## src/rtl/bridge_pkg.sv

```systemverilog
// Shared types, AXI encodings and strobe helper for the CPU-to-AXI3 bridge.
package bridge_pkg;

  typedef enum logic [1:0] {
    R_IDLE = 2'd0,
    R_AR   = 2'd1,
    R_R    = 2'd2
  } r_state_t;

  typedef enum logic [1:0] {
    W_IDLE = 2'd0,
    W_AW_W = 2'd1,
    W_B    = 2'd2
  } w_state_t;

  localparam logic [1:0] BURST_INCR = 2'b01;
  localparam logic [3:0] CACHE_UC   = 4'b0000;
  localparam logic [3:0] CACHE_WB   = 4'b1111;

  // Byte lanes touched by a single-beat store; wdata itself is never shifted.
  function automatic logic [3:0] size_addr_to_wstrb(input logic [1:0] size,
                                                    input logic [1:0] addr);
    logic [3:0] strb;
    case (size)
      2'd0:    strb = 4'b0001 << addr;
      2'd1:    strb = addr[1] ? 4'b1100 : 4'b0011;
      default: strb = 4'b1111;
    endcase
    return strb;
  endfunction

  function automatic logic [3:0] cache_bits(input logic uncached);
    return uncached ? CACHE_UC : CACHE_WB;
  endfunction

endpackage

```

## src/rtl/cpu_axi_bridge.sv

```systemverilog
// Bridges the core's sram-like inst/data ports onto one AXI3 master.
// One read and one write may be outstanding; data reads win over inst reads.
//
// Read FSM
//   state  | meaning
//   R_IDLE | no read in flight, accepts data (priority) or inst read
//   R_AR   | arvalid held with latched address until arready
//   R_R    | rready high, waiting for the beat whose rid matches r_owner
// Write FSM
//   state  | meaning
//   W_IDLE | no write in flight, accepts a data write
//   W_AW_W | AW and W raised together, each dropped after its own handshake
//   W_B    | bready high, bvalid completes the store with data_data_ok
module cpu_axi_bridge
  import bridge_pkg::*;
#(
  parameter logic [3:0] ID_INST = 4'd0,
  parameter logic [3:0] ID_DATA = 4'd1
) (
  input  logic        clk,
  input  logic        rst,
  input  logic        inst_req,
  input  logic        inst_wr,
  input  logic [1:0]  inst_size,
  input  logic [31:0] inst_addr,
  input  logic [31:0] inst_wdata,
  input  logic        inst_uncached,
  output logic        inst_addr_ok,
  output logic        inst_data_ok,
  output logic [31:0] inst_rdata,
  input  logic        data_req,
  input  logic        data_wr,
  input  logic [1:0]  data_size,
  input  logic [31:0] data_addr,
  input  logic [31:0] data_wdata,
  input  logic        data_uncached,
  output logic        data_addr_ok,
  output logic        data_data_ok,
  output logic [31:0] data_rdata,
  output logic [3:0]  arid,
  output logic [31:0] araddr,
  output logic [3:0]  arlen,
  output logic [2:0]  arsize,
  output logic [1:0]  arburst,
  output logic [1:0]  arlock,
  output logic [3:0]  arcache,
  output logic [2:0]  arprot,
  output logic        arvalid,
  input  logic        arready,
  input  logic [3:0]  rid,
  input  logic [31:0] rdata,
  input  logic        rlast,
  input  logic        rvalid,
  output logic        rready,
  output logic [3:0]  awid,
  output logic [31:0] awaddr,
  output logic [3:0]  awlen,
  output logic [2:0]  awsize,
  output logic [1:0]  awburst,
  output logic [1:0]  awlock,
  output logic [3:0]  awcache,
  output logic [2:0]  awprot,
  output logic        awvalid,
  input  logic        awready,
  output logic [3:0]  wid,
  output logic [31:0] wdata,
  output logic [3:0]  wstrb,
  output logic        wlast,
  output logic        wvalid,
  input  logic        wready,
  input  logic        bvalid,
  output logic        bready
);

  r_state_t r_state, r_state_nxt;
  w_state_t w_state, w_state_nxt;
  logic     r_owner;
  logic     aw_done, w_done;
  logic     data_rd_acc, inst_rd_acc, data_wr_acc;
  logic     r_done, aw_hs, w_hs;

  // Instruction fetches never write; these inputs exist only for port symmetry.
  logic unused_inst;
  assign unused_inst = &{1'b0, inst_wr, inst_wdata};

  assign data_rd_acc = data_req && !data_wr && (r_state == R_IDLE) && (w_state == W_IDLE);
  assign inst_rd_acc = inst_req && (r_state == R_IDLE) && !data_rd_acc;
  // A store may not pass a data load still in flight (same-address ordering).
  assign data_wr_acc = data_req && data_wr && (w_state == W_IDLE) &&
                       !((r_state != R_IDLE) && r_owner);
  assign r_done = (r_state == R_R) && rvalid && rlast &&
                  (rid == (r_owner ? ID_DATA : ID_INST));
  assign aw_hs  = awvalid && awready;
  assign w_hs   = wvalid && wready;

  assign arid       = r_owner ? ID_DATA : ID_INST;
  assign arlen      = 4'd0;
  assign arburst    = BURST_INCR;
  assign arlock     = 2'd0;
  assign arprot     = 3'd0;
  assign awid       = ID_DATA;
  assign awlen      = 4'd0;
  assign awburst    = BURST_INCR;
  assign awlock     = 2'd0;
  assign awprot     = 3'd0;
  assign wid        = ID_DATA;
  assign wlast      = 1'b1;
  assign inst_rdata = rdata;
  assign data_rdata = rdata;

  // State registers for both channel FSMs.
  always_ff @(posedge clk) begin
    if (rst) begin
      r_state <= R_IDLE;
      w_state <= W_IDLE;
    end else begin
      r_state <= r_state_nxt;
      w_state <= w_state_nxt;
    end
  end

  // Read FSM next state.
  always_comb begin
    r_state_nxt = r_state;
    case (r_state)
      R_IDLE:  if (data_rd_acc || inst_rd_acc) r_state_nxt = R_AR;
      R_AR:    if (arready) r_state_nxt = R_R;
      R_R:     if (r_done) r_state_nxt = R_IDLE;
      default: r_state_nxt = R_IDLE;
    endcase
  end

  // Write FSM next state; AW and W may complete in either order.
  always_comb begin
    w_state_nxt = w_state;
    case (w_state)
      W_IDLE:  if (data_wr_acc) w_state_nxt = W_AW_W;
      W_AW_W:  if ((aw_done || aw_hs) && (w_done || w_hs)) w_state_nxt = W_B;
      W_B:     if (bvalid) w_state_nxt = W_IDLE;
      default: w_state_nxt = W_IDLE;
    endcase
  end

  // Handshake and completion outputs decoded from state.
  always_comb begin
    arvalid      = (r_state == R_AR);
    rready       = (r_state == R_R);
    awvalid      = (w_state == W_AW_W) && !aw_done;
    wvalid       = (w_state == W_AW_W) && !w_done;
    bready       = (w_state == W_B);
    inst_addr_ok = inst_rd_acc;
    data_addr_ok = data_rd_acc || data_wr_acc;
    inst_data_ok = r_done && !r_owner;
    data_data_ok = (r_done && r_owner) || ((w_state == W_B) && bvalid);
  end

  // Latch the accepted read request; data wins when both are accepted candidates.
  always_ff @(posedge clk) begin
    if (rst) begin
      r_owner <= 1'b0;
      araddr  <= 32'd0;
      arsize  <= 3'd0;
      arcache <= 4'd0;
    end else if (data_rd_acc) begin
      r_owner <= 1'b1;
      araddr  <= data_addr;
      arsize  <= {1'b0, data_size};
      arcache <= cache_bits(data_uncached);
    end else if (inst_rd_acc) begin
      r_owner <= 1'b0;
      araddr  <= inst_addr;
      arsize  <= {1'b0, inst_size};
      arcache <= cache_bits(inst_uncached);
    end
  end

  // Latch the accepted write and track which of AW/W has already handshaken.
  always_ff @(posedge clk) begin
    if (rst) begin
      awaddr  <= 32'd0;
      awsize  <= 3'd0;
      awcache <= 4'd0;
      wdata   <= 32'd0;
      wstrb   <= 4'd0;
      aw_done <= 1'b0;
      w_done  <= 1'b0;
    end else if (data_wr_acc) begin
      awaddr  <= data_addr;
      awsize  <= {1'b0, data_size};
      awcache <= cache_bits(data_uncached);
      wdata   <= data_wdata;
      wstrb   <= size_addr_to_wstrb(data_size, data_addr[1:0]);
      aw_done <= 1'b0;
      w_done  <= 1'b0;
    end else if (w_state == W_AW_W) begin
      if (aw_hs) aw_done <= 1'b1;
      if (w_hs)  w_done  <= 1'b1;
    end
  end

endmodule

```

## config.mk

```make
export PLATFORM = sky130hd
export DESIGN_NAME = cpu_axi_bridge
export DESIGN_NICKNAME = d
export VERILOG_FILES = /design/src/rtl/bridge_pkg.sv /design/src/rtl/cpu_axi_bridge.sv
export SDC_FILE = /design/constraint.sdc
export NUM_CORES = 1
export LEC_CHECK = 0
export ABC_CLOCK_PERIOD_IN_PS = 3600
export CAP_MARGIN = 0
export CORE_AREA = 2 2 155 157
export CTS_CLUSTER_SIZE = 10
export DETAILED_ROUTE_END_ITERATION = 6
export DIE_AREA = 0 0 157 159
export DONT_BUFFER_PORTS = 1
export PLACE_DENSITY_LB_ADDON = 0.2
export SLEW_MARGIN = 10
export SYNTH_ARGS = -nofsm -noshare
export SYNTH_HDL_FRONTEND = slang
export SYNTH_SLANG_ARGS = --single-unit
```

## constraint.sdc

```tcl
create_clock -name clk -period 3.6 [get_ports clk]
set_input_delay 0.72 -clock clk [delete_from_list [all_inputs] [get_ports clk]]
set_output_delay 0.72 -clock clk [all_outputs]
set_load 0.01 [all_outputs]
```

# Yosys cells after proc, flatten, opt, wreduce, memory -nomap -nowiden
# Index checks and enable logic that the tools add are counted.
op_classes:
  n_eq_ne: 12
  shift: 1
  muxes: 21
  n_reduce_logical: 41
ops:
  columns: ["op", "n"]
  rows:
  - ["32-bit 2-to-1 mux", 2]
  - ["1-bit logical AND", 20]
  - ["4-bit 2-to-1 mux", 5]
  - ["2-bit 2-to-1 mux", 8]
  - ["2-bit one-hot mux with 3 select lines", 2]
  - ["4-bit one-hot mux with 2 select lines", 1]
  - ["2-bit by 1-bit == test with 1-bit output, second input constant", 3]
  - ["1-bit logical NOT", 6]
  - ["2-bit logical NOT", 3]
  - ["2-bit by 1-bit != test with 1-bit output, second input constant", 3]
  - ["2-bit != test, second input constant", 3]
  - ["3-bit AND reduction", 2]
  - ["1-bit logical OR", 5]
  - ["2-bit == test, second input constant", 2]
  - ["4-bit == test", 1]
  - ["2-bit AND reduction", 2]
  - ["2-bit nonzero test", 2]
  - ["1-bit by 2-bit left shift with 4-bit output, first input constant", 1]
  - ["1-bit 2-to-1 mux", 3]
  - ["2-bit OR reduction", 1]
word_totals:
  register_bits: 119
  output_inout_bits: 222
  word_cells: 88

# Longest topological paths before layout
depth:
  word_depth: 9
  depth_mapped: 7
  ltp_nobuf: 3

# Worst setup path after synthesis
# No wires, ideal clock.
synth_timing:
  path_type: "input-to-output"
  start: "input data_req"
  end: "output data_addr_ok"
  arrival_time_ns: 1.838
  slack_ns: 1.042
  stages: 6
  path_cell_list: "or3b_1 -> clkbuf_1 -> or2_1 -> buf_6 -> buf_6 -> nand2_1"
synth_via:
  elab_chain_cells: 4
  elab_cells_between_ends: 7
  cone_classes: "reduce/logical (7)"
synth_lines:
  columns: ["element", "line_no", "rtl"]
  rows:
  - ["start, declared", "cpu_axi_bridge.sv:31", "input logic data_req,"]
  - ["1-bit logical AND (on tied branches) (3 in series)", "cpu_axi_bridge.sv:86, cpu_axi_bridge.sv:89", null]
  - ["1-bit logical OR *", "cpu_axi_bridge.sv:152", "data_addr_ok = data_rd_acc || data_wr_acc;"]
  - ["end, declared", "cpu_axi_bridge.sv:37", "output logic data_addr_ok,"]
# Every way passes the cells marked *; elsewhere a longest branch is shown, timed or not.

# Worst setup path in the final report
layout_timing:
  start: "register r_state[1]"
  end: "output inst_data_ok"
layout_via:
  elab_chain_cells: 5
layout_lines:
  columns: ["element", "line_no", "rtl"]
  rows:
  - ["start, declared", "cpu_axi_bridge.sv:75", "r_state_t r_state, r_state_nxt;"]
  - ["start signal, assigned", "cpu_axi_bridge.sv:117", "r_state <= r_state_nxt;"]
  - ["2-bit == test", null, null]
  - ["via rready", "cpu_axi_bridge.sv:54", "output logic rready,"]
  - ["1-bit logical AND (3 in series)", "cpu_axi_bridge.sv:91", "assign r_done = (r_state == R_R) && rvalid && rlast &&"]
  - ["1-bit logical AND", "cpu_axi_bridge.sv:153", "inst_data_ok = r_done && !r_owner;"]
  - ["end, declared", "cpu_axi_bridge.sv:29", "output logic inst_data_ok,"]
# The timed path passes the listed nets, and every way through them passes these cells.

==> results_tabular.tex <==
\begin{tabular}{lr}
\hline
Metric & Value \\
\hline
\multicolumn{2}{l}{\textbf{Timing}} \\
\quad Final worst-path setup slack & between 700 and 800 ps \\
\quad Slew at the pin with the worst max-slew slack & 866 ps \\
\quad Final hold vios & 0 \\
\quad Fin crit period & 2860 ps \\
\quad RSZ-0062 raised after global routing & false \\
\quad Maximum clock frequency & 350 MHz \\
\quad Final critical-path share of the clock period & 0.793 \\
\quad Setup skew after layout & 8.01 ps \\
\quad Number of failing setup endpoints in the final timing report & 0 \\
\quad Total count of max-transition violations in the final report & 0 \\
\quad Setup\_tns & 0 ps \\
\quad Relative slew margins & 0.423 \\
\multicolumn{2}{l}{\textbf{Drt}} \\
\quad Total wirelength of the detailed-routed design & around 19000 um \\
\quad Antenna Nets Post-Route & 0 \\
\quad Starting DRT DRC Count & 317 \\
\quad Drt pass-1 iters & 4 \\
\quad Via-per-instance ratio & a little under 5 \\
\quad Average wire per cell in the routed design & 20.9 um \\
\quad Routed via count & 4448 \\
\quad Number of remaining DRC errors & 0 \\
\multicolumn{2}{l}{\textbf{Synth}} \\
\quad Number of flip-flops and latches in the synthesized netlist & 113 \\
\quad Unique masters post-synth & 37 \\
\quad Cell count after synthesis & approximately 700 \\
\quad Post-synthesis cell area & 5630 um2 \\
\quad Post-synthesis sequential area ratio & 0.402 \\
\quad EDFF count, synth & 0 \\
\quad Dominant register cell in the synthesized netlist & sky130\_fd\_sc\_hd\_\_dfxtp\_1 \\
\quad Share of synthesized flip-flops with an asynchronous set or reset & 0 \\
\quad Post-Synthesis Mean Instance Area & roughly 8 um2 \\
\quad Yosys Warn Count & 0 \\
\multicolumn{2}{l}{\textbf{Pwr}} \\
\quad Portion of total power attributed to the clock network & 0.516 \\
\quad Peak ir drop on the vdd network & about 220 uV \\
\quad Power per cell area & 650 nW/um2 \\
\quad Part of the power in combinational logic & 0.097 \\
\quad Net switching component of the power & 1030 uW \\
\quad Relative contribution of sequential cells to total power & 0.386 \\
\quad Switching share of total power & 0.269 \\
\quad Int Pwr & 2790 uW \\
\quad Reported leakage power & 0.00193 uW \\
\multicolumn{2}{l}{\textbf{Clock network}} \\
\quad Level count of the clock H-tree & 4 \\
\quad Buffers from clock root to sink, at most & 2 \\
\quad Clock slew at the register clock pins of the worst setup and hold paths & around 60 ps \\
\quad Post-CTS setup buffers & 0 \\
\quad Clock tree from TritonCTS & built \\
\quad Number of resized instances in the post-cts repair step & 0 \\
\quad Count of hold-fix buffers inserted at cts & 0 \\
\quad Latest clock arrival within the worst-skew pair & 420 ps \\
\quad Sink Count & $\sim$110 \\
\quad CTS Buf Count & 17 \\
\quad CTS root buf & sky130\_fd\_sc\_hd\_\_clkbuf\_16 \\
\multicolumn{2}{l}{\textbf{Floorplanning}} \\
\quad Initial core utilization & 0.243 \\
\quad Row Count & 56 \\
\quad Area of the die & 25000 um2 \\
\quad Die outline width & 157 um \\
\quad Number of top-level pins & about 400 \\
\quad Area of the placeable core & 23200 um2 \\
\quad Height of the die & 159 um \\
\multicolumn{2}{l}{\textbf{Critical path}} \\
\quad Max FO, Critical Path & 7 \\
\quad Worst path arrival time & 2140 ps \\
\quad Type of element launching the critical path & register \\
\quad WS Path Type & reg -> out \\
\quad WP data required & 2880 ps \\
\quad Register-to-Register Path Depth & 5 \\
\quad Worst setup EP type & primary output \\
\multicolumn{2}{l}{\textbf{Global routing}} \\
\quad Total grt overflow & 0 \\
\quad Largest net degree at the start of global routing & approximately 120 \\
\quad Vias in the first global route & 4490 \\
\quad GRT Total Usage & 0.147 \\
\quad Antenna violations before repair & 1 \\
\quad Wire length of the first global-routing pass & 27700 um \\
\multicolumn{2}{l}{\textbf{Placement}} \\
\quad Final weighted congestion of routability-driven global placement & a little over 0.7 \\
\quad Post-detail-place hpwl & 12100 um \\
\quad Port Buffer Count & 0 \\
\quad Post-Place Setup Slack & 1000 ps \\
\multicolumn{2}{l}{\textbf{Flow run}} \\
\quad Max\_cap viols & 0 \\
\multicolumn{2}{l}{\textbf{Finish}} \\
\quad Syn-to-layout area delta & 4.36\% \\
\quad Antenna fix cells & 0 \\
\quad Share of post-route cells with drive strength above 1 & 0.131 \\
\quad Sequential cell area & 2260 um2 \\
\quad Area of the multi-input gates & roughly 2400 um2 \\
\quad Fin nets & 758 \\
\quad Number of inserted filler cells in the final layout & 2529 \\
\multicolumn{2}{l}{\textbf{Hold path}} \\
\quad Worst hold path depth & 1 \\
\quad Tightest Hold Check Type & in -> reg \\
\multicolumn{2}{l}{\textbf{Run status}} \\
\quad Result of the run & completed \\
\hline
\end{tabular}
registers in the layout (all words and copies together) (netlist names):
register  cells
araddr       32
awaddr       32
wdata        32
wstrb         4
arsize        2
awsize        2
r_state       2
w_state       2
arcache       1
aw_done       1
awcache       1
r_owner       1
w_done        1
synth_stat cells (2+ instances only):
cell                         n  area (um2)
sky130_fd_sc_hd__dfxtp_1   113        2260
sky130_fd_sc_hd__inv_1       3        11.3
sky130_fd_sc_hd__buf_2       2        10.0
sky130_fd_sc_hd__a21oi_1    80         400
sky130_fd_sc_hd__nor3_1     36         180
sky130_fd_sc_hd__nor2_1      6        22.5
sky130_fd_sc_hd__nand2_1    72         270
sky130_fd_sc_hd__buf_6       5        56.3
sky130_fd_sc_hd__buf_4     107         803
sky130_fd_sc_hd__nand3_1    66         330
sky130_fd_sc_hd__a311oi_1    9        78.8
sky130_fd_sc_hd__clkbuf_1   57         214
sky130_fd_sc_hd__nor2b_1     4        25.0
sky130_fd_sc_hd__conb_1      2        7.51
sky130_fd_sc_hd__nand2b_1    3        18.8
sky130_fd_sc_hd__a311oi_2   27         405
sky130_fd_sc_hd__o21ai_0    68         340
sky130_fd_sc_hd__a211oi_1    5        37.5
per-stage QoR:
stage	utilization	instances	total power (uW)	hold WS (ps)	cell area, um2
global route	0.253	908	3990	339	5870
detailed placement	0.224	876	1880	509	5200
finish	0.253	908	3820	365	5870
CTS	0.253	908	3890	351	5870
floorplan	-	718	1890	496	5760
global placement	0.224	876	1870	509	5200
power by group through the flow:
stage | Clock, uW | Sequential [uW] | Combinational [uW]
floorplan | 0 | 1460 | 434
global placement | 0 | 1500 | 364
detailed placement | 0 | 1500 | 377
CTS | 2030 | 1480 | 378
global route | 2090 | 1490 | 415
finish | 1970 | 1470 | 371
worst paths after layout:
kind / from / to / slack [ps]
max: r_state[1] / inst_data_ok / 740
min: rst / araddr[18] / 370
min reg2reg: awaddr[4] / awaddr[4] / 520
max reg2reg: r_state[0] / araddr[2] / 1330
worst max-delay path: stages (launching register included):
cell and delay [ps]:
sky130_fd_sc_hd__dfxtp_1 510, sky130_fd_sc_hd__nor2b_1 370, sky130_fd_sc_hd__nor4b_1 420, sky130_fd_sc_hd__nor3b_1 420
cells in the final DEF, fill, tap and decap left out, types with 2 or more instances in the layout:
cell type	count
sky130_fd_sc_hd__bufinv_16	6
sky130_fd_sc_hd__dfxtp_1	113
sky130_fd_sc_hd__a21oi_1	80
sky130_fd_sc_hd__nor2b_1	4
sky130_fd_sc_hd__buf_4	10
sky130_fd_sc_hd__or3b_2	2
sky130_fd_sc_hd__nand3_1	66
sky130_fd_sc_hd__a311oi_1	9
sky130_fd_sc_hd__nor3_1	36
sky130_fd_sc_hd__inv_1	3
sky130_fd_sc_hd__clkbuf_16	17
sky130_fd_sc_hd__o21ai_0	68
sky130_fd_sc_hd__clkinv_4	3
sky130_fd_sc_hd__nand2_1	72
sky130_fd_sc_hd__a211oi_1	5
sky130_fd_sc_hd__nand2b_1	3
sky130_fd_sc_hd__conb_1	36
sky130_fd_sc_hd__nor2_1	6
sky130_fd_sc_hd__a311oi_2	27
sky130_fd_sc_hd__clkinv_2	2
routing by layer:
metal	GRT usage	vias up	wire (um)	share of wire
met2	0.251	232	9350	0.49
met5	0	-	12	0.00063
li1	-	2048	-	-
met3	0.0645	52	2090	0.11
met4	0.0696	2	584	0.031
met1	0.155	2114	6950	0.37
area by class of cell:
cell class,instances,share of cell area
Clock buffer,19,0.0754
Clock inverter,13,0.0396
Inverter,3,0.00192
Multi-Input combinational cell,431,0.417
Sequential cell,113,0.385
Tap cell,319,0.0680
Timing Repair Buffer,10,0.0128
cell families (layout without fill, tap and decap cells):
logic type / Yosys count / after routing / synth area share
and+or+nand+nor: 199 / 199 / 0.169
AOI/OAI and AO/OA: 195 / 195 / 0.232
buffers and inverters: 174 / 45 / 0.195
DFF: 113 / 113 / 0.402
other: 2 / 36 / 0.00133
xor gates and xnor gates: 1 / 1 / 0.00156
No activity file was read; power rests on OpenSTA's default activity.
